===== config.mk =====
export PLATFORM = sky130hd
export DESIGN_NAME = rr_grant_ctrl
export DESIGN_NICKNAME = d
export VERILOG_FILES = /design/src/rtl/rr_grant_ctrl.sv
export SDC_FILE = /design/constraint.sdc
export NUM_CORES = 1
export LEC_CHECK = 0
export ABC_CLOCK_PERIOD_IN_PS = 5000
export BUFFER_PORTS_ARGS = -buffer_cell sky130_fd_sc_hd__buf_2
export CELL_PAD_IN_SITES_DETAIL_PLACEMENT = 0
export CELL_PAD_IN_SITES_GLOBAL_PLACEMENT = 1
export CORE_MARGIN = 2
export CORE_UTILIZATION = 41
export CTS_CLUSTER_SIZE = 16
export DETAILED_ROUTE_END_ITERATION = 6
export PLACE_DENSITY = 0.86
export SKIP_CTS_REPAIR_TIMING = 1
export SLEW_MARGIN = 10
export SYNTH_ARGS = -nofsm -noshare
export SYNTH_HDL_FRONTEND = slang
export SYNTH_SLANG_ARGS = --single-unit

===== constraint.sdc =====
create_clock -name clk -period 5 [get_ports clk]
set_input_delay 0.75 -clock clk [delete_from_list [all_inputs] [get_ports clk]]
set_output_delay 0.75 -clock clk [all_outputs]
set_load 0.02 [all_outputs]

===== src/rtl/rr_grant_ctrl.sv =====
// Round-robin grant controller for one NOC output port; holds a grant for a whole wormhole packet.
// Optional watchdog release is compiled in with RR_GRANT_TIMEOUT_EN.
module rr_grant_ctrl #(
   parameter int unsigned NUM_PORTS      = 4,
   parameter int unsigned TIMEOUT_CYCLES = 16
) (
   input  logic                 clk,
   input  logic                 reset,
   input  logic [NUM_PORTS-1:0] req_i,
   input  logic [NUM_PORTS-1:0] priority_order_i,
   input  logic                 xfer_i,
   input  logic                 tail_i,
   output logic [NUM_PORTS-1:0] grant_o,
   output logic                 grant_valid_o,
   output logic                 change_order_o,
   output logic                 timeout_o
);

   if (NUM_PORTS != 4) begin : gen_bad_ports
      $error("rr_grant_ctrl supports exactly 4 ports");
   end
   if (TIMEOUT_CYCLES < 1 || TIMEOUT_CYCLES > 255) begin : gen_bad_timeout
      $error("rr_grant_ctrl TIMEOUT_CYCLES must be 1..255");
   end

   typedef enum logic [1:0] {StIdle, StGrant, StSettle} state_e;

   state_e               state_q, state_d;
   logic [NUM_PORTS-1:0] grant_q, grant_d;
   logic                 change_order_q, change_order_d;
   logic [1:0]           prio_idx;
   logic [1:0]           idx;
   logic                 found;
   logic [NUM_PORTS-1:0] pick;
   logic                 tail_rel;
   logic                 timeout_rel;

   assign tail_rel = xfer_i & tail_i;

   // Lowest set bit wins, so malformed or empty vectors still resolve to a single index.
   always_comb begin
      prio_idx = 2'd0;
      for (int i = NUM_PORTS - 1; i >= 0; i--) begin
         if (priority_order_i[i]) prio_idx = 2'(i);
      end
   end

   // Descending search from the priority index, matching the register's rotation direction.
   always_comb begin
      pick  = '0;
      found = 1'b0;
      idx   = 2'd0;
      for (int k = 0; k < NUM_PORTS; k++) begin
         idx = prio_idx - 2'(k);
         if (!found && req_i[idx]) begin
            pick[idx] = 1'b1;
            found     = 1'b1;
         end
      end
   end

`ifdef RR_GRANT_TIMEOUT_EN
   localparam logic [7:0] TimeoutLimit = 8'(TIMEOUT_CYCLES);

   logic [7:0] cnt_q, cnt_d;
   logic       timeout_q, timeout_d;

   assign timeout_rel = (cnt_q == TimeoutLimit);

   always_comb begin
      cnt_d     = 8'd0;
      timeout_d = timeout_q;
      if (state_q == StGrant) begin
         if (!tail_rel && timeout_rel) begin
            timeout_d = 1'b1;
         end else if (!xfer_i) begin
            cnt_d = cnt_q + 8'd1;
         end
      end
   end

   always_ff @(posedge clk) begin
      if (reset) begin
         cnt_q     <= 8'd0;
         timeout_q <= 1'b0;
      end else begin
         cnt_q     <= cnt_d;
         timeout_q <= timeout_d;
      end
   end

   assign timeout_o = timeout_q;
`else
   assign timeout_rel = 1'b0;
   assign timeout_o   = 1'b0;
`endif

   always_ff @(posedge clk) begin
      if (reset) begin
         state_q <= StIdle;
      end else begin
         state_q <= state_d;
      end
   end

   always_comb begin
      state_d = state_q;
      case (state_q)
         StIdle:   if (|req_i) state_d = StGrant;
         StGrant:  if (tail_rel || timeout_rel) state_d = StSettle;
         StSettle: state_d = StIdle;
         default:  state_d = StIdle;
      endcase
   end

   always_comb begin
      grant_d        = grant_q;
      change_order_d = 1'b0;
      case (state_q)
         StIdle: grant_d = pick;
         StGrant: begin
            if (tail_rel || timeout_rel) begin
               grant_d        = '0;
               change_order_d = 1'b1;
            end
         end
         StSettle: grant_d = '0;
         default:  grant_d = '0;
      endcase
   end

   always_ff @(posedge clk) begin
      if (reset) begin
         grant_q        <= '0;
         change_order_q <= 1'b0;
      end else begin
         grant_q        <= grant_d;
         change_order_q <= change_order_d;
      end
   end

   assign grant_o        = grant_q;
   assign grant_valid_o  = |grant_q;
   assign change_order_o = change_order_q;

endmodule


## Yosys cells after proc, flatten, opt, wreduce, memory -nomap -nowiden

Index checks and enable logic that the tools add are counted.

| cells by class | value |
|---|---|
| $add $sub $neg | 3 |
| $lt $le $gt $ge | 8 |
| eq/ne operators | 3 |
| muxes and demuxes | 33 |
| bitwise gates (word level) | 5 |
| reduce and logical (&&, ||, !) cells | 15 |

Operator list:

| kind | count |
|---|---|
| $mux W4 | 5 |
| $lt A2 B3 Y1 const B | 4 |
| $mux W1 | 12 |
| $mux W2 | 6 |
| $or A4 B4 Y4 | 3 |
| $bmux W1 S2 | 4 |
| $demux W1 S2 | 4 |
| $ge A2 B1 Y1 const B | 4 |
| $pmux W4 S2 | 1 |
| $reduce_or A4 Y1 | 2 |
| $logic_and A1 B1 Y1 | 7 |
| $ne A2 B2 Y1 const B | 2 |
| $pmux W2 S2 | 1 |
| $sub A2 B2 Y2 const B | 2 |
| $logic_not A1 Y1 | 3 |
| $eq A2 B1 Y1 const B | 1 |
| $logic_not A2 Y1 | 1 |
| $reduce_and A2 Y1 | 1 |
| $reduce_or A2 Y1 | 1 |
| $sub A2 B1 Y2 const B | 1 |
| $and A1 B1 Y1 | 1 |
| $not A1 Y1 | 1 |

| storage, ports and cells | value |
|---|---|
| register bits after elaboration | 7 |
| bits of input ports | 12 |
| logic and storage cells | 70 |

## Depth between registers and ports, before layout

Gate-level depths: netlist (run 1).

| logic depth | value |
|---|---|
| depth after elaboration | 17 |
| depth in mapped cells | 9 |
| gate-level depth less buffers | 9 |

## Worst setup path after synthesis (run 1)

OpenSTA, ideal clock, no wires.

| path | value |
|---|---|
| kind | input port to flip-flop |
| from | input priority_order_i[1] |
| to | register grant_q[2] (netlist: grant_o[2]) |
| arrival | 2,235 ps |
| slack | 2,645 ps |
| stages | 7 |
| cell sequence | clkbuf_8 nor2_1 o21a_1 ha_1 mux4_2 o21a_1 o31a_1 |

| on the way | value |
|---|---|
| cells in the longest elaborated chain, start to end | 15 |
| elaborated cells on any way between the ends | 50 |

Ends and longest elaborated chain:

| item | line | text |
|---|---|---|
| start: declaration | 10 | `input logic [NUM_PORTS-1:0] priority_order_i,` |
| $mux W2 (*) (2 in a row) | 44 | `if (priority_order_i[i]) prio_idx = 2'(i);` |
| branches (longest 11 deep; another with $lt A2 B3 Y1) | -- |  |
| $mux W4 (*) | 55 | `if (!found && req_i[idx]) begin` |
| $pmux W4 S2 (*) | 119 | `case (state_q)` |
| end signal: assignment | 137 | `grant_q <= grant_d;` |
| end: declaration | 29 | `logic [NUM_PORTS-1:0] grant_q, grant_d;` |

Every way passes the cells marked *. The select of a mux whose other input is x is not followed.
A chain may end at the register's enable or synchronous reset.

## Worst setup path after layout (run 1)

| path | value |
|---|---|
| from | input priority_order_i[3] |
| to | register grant_q[3] (netlist: grant_o[3]) |

| on the way | value |
|---|---|
| cells in the longest elaborated chain, start to end | 17 |
| elaborated cells on any way between the ends | 52 |

Ends and longest elaborated chain:

| item | line |
|---|---|
| $mux W2 (*) (4 in a row) | 44 |
| branches (longest 11 deep; another with $lt A2 B3 Y1) | -- |
| $mux W4 (*) | 55 |
| $pmux W4 S2 (*) | 119 |

Marks and branches as above.

==> flow_summary.toml, run 1 <==
[finish]
final_nets = 135
area.growth.synth_to_final_pct = 14.3
antenna_cells = 0
final_area_um2 = 918
final_cells = 143
final_layout_size_suffix_gt1_frac = 0.216

[synth]
ys.flop_type = "dfxtp_1"
syn_nets = 117
syn-instance-count = 99
ys_seq_area_frac = 0.174
synth_xor_area_frac = 0
async_flop_share = 0
synth_compound_area_frac = 0.322
synth_edf_count = 0
avgSynthCellArea_um2 = 8.11
syn_area_um2 = 803
synth-simple-area-share = 0.255
synth_fa_ha_area_frac = 0.0935
synth_top_family_by_area = "compound AO/OA/AOI/OAI gates"
ys_types = 43
ys_ff_latch = 7
ys_warn_count = 0
muxShareOfSynthArea = 0.0607

[setup_path]
path_class = "in2reg"
arrival_ns = 2.56
startpoint_type = "input port"
required_ns = 5.14
slowest_stage = "a311oi_1"
cp_slowest_stage_delay_ns = 0.29
cp_max_fo = 8
critPathCaptureType = "flip-flop"
path_cells = "buf_2 -> nor2b_4 -> o21a_4 -> inv_1 -> ha_1 -> nor4b_1 -> nand3_1 -> o211a_1 -> a311oi_1 -> o21ai_1"

[pwr]
ir_worst_vdd_mv = 0.0853
power_leakage_nw = 0.403
powerDensity_mw_per_mm2 = 208

[die]
num_rows = 16
fp.dieArea_mm2 = 0.00233
core_area_mm2 = 0.00190
die_w_um = 48.3
die_h_um = 48.3
start_util = 0.422
io_pins = 19

[timing]
fmax_mhz = 414
finalSetupViolCount = 0
hold_ws_ns = 0.496
fin_crit_sh = 0.483
rsz0062_at_grt = "false"
fin_setup_tns_ns = 0
drv_slew = 0
fin_skew_ns = 0.00410
period_minus_slack_ns = 2.41
hold_violations = 0

[clock_network]
path_clk_slew_ns = 0.05
clockBufferDepth = 2
cts_tree = "done"
h-tree-depth = 1
root_buffer = "clkbuf_4"
cts_buffers = 3
clkSinkCount = 7
clk_latency_ns = 0.26

[detailed_routing]
ant_nets = 0
viasPerCell = 5.93
wl_per_cell_um = 14.1
initialDrtViolationCount = 33
num_vias = 848
drc = 0
dr.pass1.iters = 4
wl_um = 2020

[flow_run]
maxCapViolCount = 0

[status]
outcome = "complete, no violations"

[global_routing]
grt_pass1_wl_um = 3080
grt_max_degree = 12
grt-ovfl-total = 0
antenna_found_initial = 0
grt_pass1_vias = 680
grt.total_usage = 0.195

[place]
gp_congestion = 0.878
dp_cells = 139
hpwlAfterDp_um = 1580
portBuffers = 17
placed_area_um2 = 892

[hold_path]
hp-class = "reg2reg"
==> synthesized netlist by cell type, drive strengths merged (3+ instances only) <==
| cell | n | share of area |
|---|---|---|
| o21a | 3 | 0.037 |
| a32oi | 3 | 0.033 |
| nor3b | 4 | 0.037 |
| nand2 | 4 | 0.019 |
| o31ai | 4 | 0.044 |
| nor2b | 3 | 0.033 |
| ha | 6 | 0.093 |
| o211ai | 3 | 0.028 |
| a21oi | 3 | 0.019 |
| o21ai | 6 | 0.037 |
| inv | 11 | 0.051 |
| dfxtp | 7 | 0.17 |
| a31oi | 4 | 0.031 |
| nor2 | 6 | 0.028 |
==> where the power goes <==
part,leakage (nW),switching (mW),total (mW),internal (mW)
logic,0.331,0.0443,0.0724,0.0281
registers,0.0574,0.00351,0.0637,0.0602
clock network,0.0150,0.0239,0.0546,0.0307
total,0.403,0.0717,0.191,0.119
==> metrics by stage <==
stage	worst slack [ns]	utilization	power (mW)
6_report	2.59	0.483	0.191
5_1_grt	2.45	0.483	0.200
4_1_cts	2.63	0.483	0.190
3_5_place_dp	2.36	0.469	0.136
3_3_place_gp	2.36	0.469	0.135
2_1_floorplan	2.65	-	0.116
==> logic make-up (layout without fill, tap and decap cells) <==
| family | count (synthesis) | after routing |
|---|---|---|
| adder cells (fa/ha/maj) | 6 | 6 |
| other | 1 | 1 |
| multiplexers | 2 | 2 |
| flip-flops | 7 | 7 |
| buffers and inverters | 15 | 32 |
| AND/OR/NAND/NOR | 33 | 33 |
| AO/OA/AOI/OAI | 35 | 35 |
==> layer usage <==
layer	global-route usage	vias to the layer above	routed length (um)
met3	0.0111	5	123
met5	0	-	0
met1	0.252	384	868
met4	0.114	0	45
li1	-	413	-
met2	0.318	46	984
==> critical path: cells and delay by family <==
family | cells | cell delay, ns
AO/OA/AOI/OAI | 4 | 0.71
AND/OR/NAND/NOR | 3 | 0.56
adder cells (fa/ha/maj) | 1 | 0.28
buffers and inverters | 2 | 0.25
==> sequential cells by signal (all words and copies together) (netlist names) <==
register / cells
state_q: 2
change_order_o: 1
grant_o: 4
==> final timing paths <==
| path | from | to | slack [ns] | cells after the start |
|---|---|---|---|---|
| worst max-delay path | priority_order_i[3] | grant_o[3] | 2.59 | 10 |
| worst min-delay path | grant_o[0] | grant_o[0] | 0.50 | 2 |
| worst max register to register | state_q[1] | grant_o[1] | 3.54 | 4 |
| worst min register to register | grant_o[0] | grant_o[0] | 0.50 | 2 |
==> cells in the final DEF, fill, tap and decap left out, drive strengths merged <==
cell    instances
nor4bb          1
nor4b           1
nand2           4
a311oi          2
nand3           1
a21o            2
nor3b           4
a21oi           3
or3             1
o221ai          1
inv            11
mux4            2
o31a            1
and3b           2
o211ai          3
nor2b           3
o211a           1
o31ai           4
nor4            2
nand4           2
or4             1
nor3            2
and2            2
conb            1
ha              6
a31oi           4
clkbuf          4
a32oi           3
o21ai           6
a21boi          1
nor2            6
o21a            3
dfxtp           7
and2b           1
a211oi          1
buf            17
==> area by class of cell <==
| cell class | count | area, um2 |
|---|---|---|
| repair buffers | 17 | 85.1 |
| clock buffers | 4 | 26.3 |
| inverters | 11 | 41.3 |
| well taps | 27 | 33.8 |
| fillers | 181 | 983 |
| flip-flops and latches | 7 | 140 |
| multi-input cells | 77 | 592 |
Note: power is estimated with default switching activity, not from simulation.
==> run 2, diff against run 1 <==
ABC_CLOCK_PERIOD_IN_PS = 2390   (was 5000)
CORE_UTILIZATION = 38   (was 41)
PLACE_DENSITY = 0.81   (was 0.86)
clock period = 2.39 ns   (was 5 ns; I/O delays follow)
==> run 2 against run 1 <==
First-iteration DRC count down 48%. Largest cell class unchanged. Setup slack worse by 2.2 ns. Critical path depth did not move. Core utilization shrank 1.6 points. Clock power is 100% higher. Critical path type unchanged. Routed wire length up 0.89%. Power is 110% higher. Cell area rose by 0.82%. Combinational power up 110%. Register-to-register slack worse by 2.6 ns.
==> flow_summary.toml, run 2 (synthesized netlist as in run 1, its figures left out) <==
[die]
die_w_um = 50.0
core_area_mm2 = 0.00198
die_h_um = 50.0
fp.dieArea_mm2 = 0.00250
num_rows = 16
io_pins = 19
start_util = 0.405

[clock_network]
h-tree-depth = 1
clk_latency_ns = 0.26
path_clk_slew_ns = 0.06
cts_tree = "done"
root_buffer = "clkbuf_4"
clkSinkCount = 7
cts_buffers = 3
clockBufferDepth = 2

[finish]
final_nets = 136
ff_latch_area_um2 = 140
final_area_um2 = 926
mostFrequentLayoutCells = "17 x buf_2, 11 x inv_1, 7 x dfxtp_1, 6 x nor2_1, 6 x ha_1"
multi_input_area_um2 = 592
final_layout_size_suffix_gt1_frac = 0.222
final_cells = 144
largest_register_ffs = 4
final_common_cell = "buf_2"
n_fill_cell = 213
antenna_cells = 0
area.growth.synth_to_final_pct = 15.3

[pwr]
switching_share = 0.369
powerDensity_mw_per_mm2 = 428
ir_worst_vdd_mv = 0.225
seq_power_share = 0.336
p_sw_uw = 146
clkPwrFrac = 0.278
combPwrFrac = 0.387
power_leakage_nw = 0.408
p_int_uw = 250

[detailed_routing]
initialDrtViolationCount = 17
dr.pass1.iters = 4
num_vias = 828
viasPerCell = 5.75
ant_nets = 0
wl_um = 2040
drc = 0
wl_per_cell_um = 14.2

[timing]
fin_setup_tns_ns = 0
finalSetupViolCount = 0
rsz0062_at_grt = "false"
fmax_mhz = 493
fin_skew_ns = 0.00576
fin_crit_sh = 0.848
period_minus_slack_ns = 2.03
hold_ws_ns = 0.402
hold_violations = 0
drv_slew = 0

[status]
outcome = "complete, no violations"

[setup_path]
cp_max_fo = 8
cp_slowest_stage_delay_ns = 0.29
r2r-end = "grant_o[1]"
arrival_ns = 2.16
slowest_stage = "ha_1"
startpoint_type = "input port"
r2r-start = "state_q[1]"
worst-r2r-cell-count = 4
critPathCaptureType = "flip-flop"
path_cells = "buf_2 -> nor2b_4 -> o21a_4 -> inv_1 -> ha_1 -> nor4b_1 -> nand3_1 -> o211a_1 -> a311oi_1 -> o21ai_1"
r2r_slack_ns = 0.97
path_class = "in2reg"
required_ns = 2.52

[global_routing]
grt_max_degree = 12
grt-ovfl-total = 0
antenna_found_initial = 0
grt_pass1_vias = 858
grt_pass1_wl_um = 3870
grt.total_usage = 0.200

[hold_path]
hp-class = "in2reg"
hold_start = "tail_i"
hold_end = "state_q[1]"
holdPathStages = 3

[place]
dp_cells = 140
portBuffers = 17
placed_area_um2 = 900
gp_congestion = 0.840
hpwlAfterDp_um = 1640

[flow_run]
maxCapViolCount = 0
## run 2: final cells by class
class,instances,area share
Clock buffer,4,0.0284
Inverter,11,0.0446
Multi-Input combinational cell,77,0.639
Sequential cell,7,0.151
Tap cell,27,0.0365
Timing Repair Buffer,18,0.100
## run 2: critical path: cells and delay by family
family                     cells  cell delay [ns]
and+or+nand+nor                3             0.56
adders and majority gates      1             0.29
AOI/OAI and AO/OA              4             0.71
buffers and inverters          2             0.24
## run 2: how the worst max path moves through the flow
stage	start	endpoint	slack, ns
3_3_place_gp	priority_order_i[3]	grant_o[3]	0.19
6_report	priority_order_i[3]	grant_o[3]	0.36
5_1_grt	priority_order_i[3]	grant_o[0]	0.18
4_1_cts	priority_order_i[3]	grant_o[3]	0.37
2_1_floorplan	priority_order_i[1]	grant_o[2]	0.43
3_5_place_dp	priority_order_i[3]	grant_o[3]	0.12
## run 2: power groups by stage
stage	clock network [mW]	logic (mW)	registers, mW
floorplan	0	0.0989	0.143
global placement	0	0.150	0.135
detailed placement	0	0.152	0.135
CTS	0.111	0.152	0.133
global route	0.118	0.171	0.135
finish	0.110	0.153	0.133
## run 2: stage by stage
step	util	worst slack (ns)	total power, mW
2_1_floorplan	-	0.427	0.242
3_3_place_gp	0.454	0.189	0.285
3_5_place_dp	0.454	0.118	0.287
4_1_cts	0.467	0.373	0.396
5_1_grt	0.467	0.175	0.425
6_report	0.467	0.362	0.396
## run 2: metal layers
layer | wire length, um | share of wire | track usage | vias up
met3 | 97 | 0.048 | 0.0424 | 8
li1 | - | - | - | 415
met5 | 0 | 0 | 0 | -
met2 | 949 | 0.47 | 0.313 | 29
met1 | 946 | 0.46 | 0.266 | 376
met4 | 45 | 0.022 | 0.0787 | 0
==> run 3, diff against run 2 <==
ABC_CLOCK_PERIOD_IN_PS = 1800   (was 2390)
CORE_UTILIZATION = 34   (was 38)
PLACE_DENSITY = 0.76   (was 0.81)
clock period = 1.8 ns   (was 2.39 ns; I/O delays follow)
==> run 3 against run 2 <==
Core utilization is 2.2 points higher. Critical path depth is 3 lower. Sequential share of layout area shrank 2.3 points. Die area increased by 11%. Cell area rose by 18%. Setup slack lost 0.27 ns.
==> flow_summary.toml, run 3 (synthesized netlist as in run 1, its figures left out) <==
[finish]
mostFrequentLayoutCells = "21 x buf_4, 17 x buf_2, 10 x inv_1, 7 x dfxtp_1"
n_fill_cell = 238
final_area_mm2 = 0.00109
multi_input_area_um2 = 608
ff_latch_area_um2 = 140
final_nets = 156
area.growth.synth_to_final_pct = 36.1
final_cells = 165
largest_register_ffs = 4
final_common_cell = "buf_4"
antenna_cells = 0
final_layout_size_suffix_gt1_frac = 0.365

[clock_network]
clkSinkCount = 7
root_buffer = "clkbuf_4"
cts_buffers = 3
cts_tree = "done"
clockBufferDepth = 2
path_clk_slew_ns = 0.06
h-tree-depth = 1
clk_latency_ns = 0.26

[die]
start_util = 0.360
die_h_um = 52.6
core_area_mm2 = 0.00223
fp.dieArea_mm2 = 0.00277
die_w_um = 52.6
io_pins = 19
num_rows = 17

[detailed_routing]
wl_um = 2270
drc = 0
dr.pass1.iters = 4
num_vias = 928
initialDrtViolationCount = 27
wl_per_cell_um = 13.8
ant_nets = 0
viasPerCell = 5.62

[hold_path]
hp-class = "in2reg"

[place]
placed_area_mm2 = 0.00106
pre_cts_ws_ns = -0.176
portBuffers = 17
hpwlAfterDp_um = 1850
dp_cells = 161
gp_congestion = 0.892

[timing]
drv_slew = 0
fin_skew_ns = 0.00712
period_minus_slack_ns = 1.71
rsz0062_at_grt = "false"
fmax_mhz = 584
finalSetupViolCount = 0
fin_crit_sh = 0.951
hold_violations = 0
setup_slack_ns = 0.0874
hold_ws_ns = 0.314

[pwr]
power_leakage_nw = 0.506
ir_worst_vdd_mv = 0.264
powerDensity_mw_per_mm2 = 522

[global_routing]
antenna_found_initial = 0
grt_pass1_wl_um = 3780
grt-ovfl-total = 0
grt.total_usage = 0.185
grt_pass1_vias = 890
grt_max_degree = 10

[setup_path]
cp_max_fo = 8
required_ns = 1.93
path_class = "in2reg"
critPathCaptureType = "flip-flop"
arrival_ns = 1.85
startpoint_type = "input port"

[status]
outcome = "complete, no violations"

[flow_run]
maxCapViolCount = 0
run 3: cell type report:
type                            count  area share
Sequential cell                     7       0.128
Timing Repair Buffer               38       0.222
Tap cell                           28      0.0320
Inverter                           11      0.0378
Multi-Input combinational cell     77       0.556
Clock buffer                        4      0.0240
run 3: worst paths after layout:
kind / from / to / slack, ns / cells after the start
worst min register to register: grant_o[3] / grant_o[3] / 0.51 / 2
worst max register to register: state_q[1] / grant_o[1] / 0.40 / 4
worst max-delay path: priority_order_i[3] / grant_o[0] / 0.09 / 7
worst min-delay path: tail_i / state_q[1] / 0.31 / 3
run 3: critical path, stage by stage:
cell and delay [ns]:
buf_2 0.13, nor2b_4 0.12, o21a_4 0.20, ha_1 0.32
mux4_2 0.41, o31ai_1 0.30, o21ai_1 0.09
run 3: power breakdown:
group / internal [mW] / switching (mW) / leakage (nW)
sequential: 0.168 / 0.00918 / 0.0574
clock: 0.0849 / 0.0615 / 0.0150
combinational: 0.113 / 0.134 / 0.434
run 3: metrics by stage:
stage                     power [mW]  utilization  setup TNS, ns
after global routing           0.610        0.490              0
after floorplan                0.326            -              0
after detailed placement       0.424        0.475         -0.599
after global placement         0.419        0.475         -0.414
final                          0.571        0.490              0
after CTS                      0.574        0.487              0
run 3: routing by layer:
metal / share of wire / global-route usage
met4: 0.027 / 0.103
met2: 0.51 / 0.335
met3: 0.051 / 0.0200
met1: 0.41 / 0.208
met5: 0 / 0
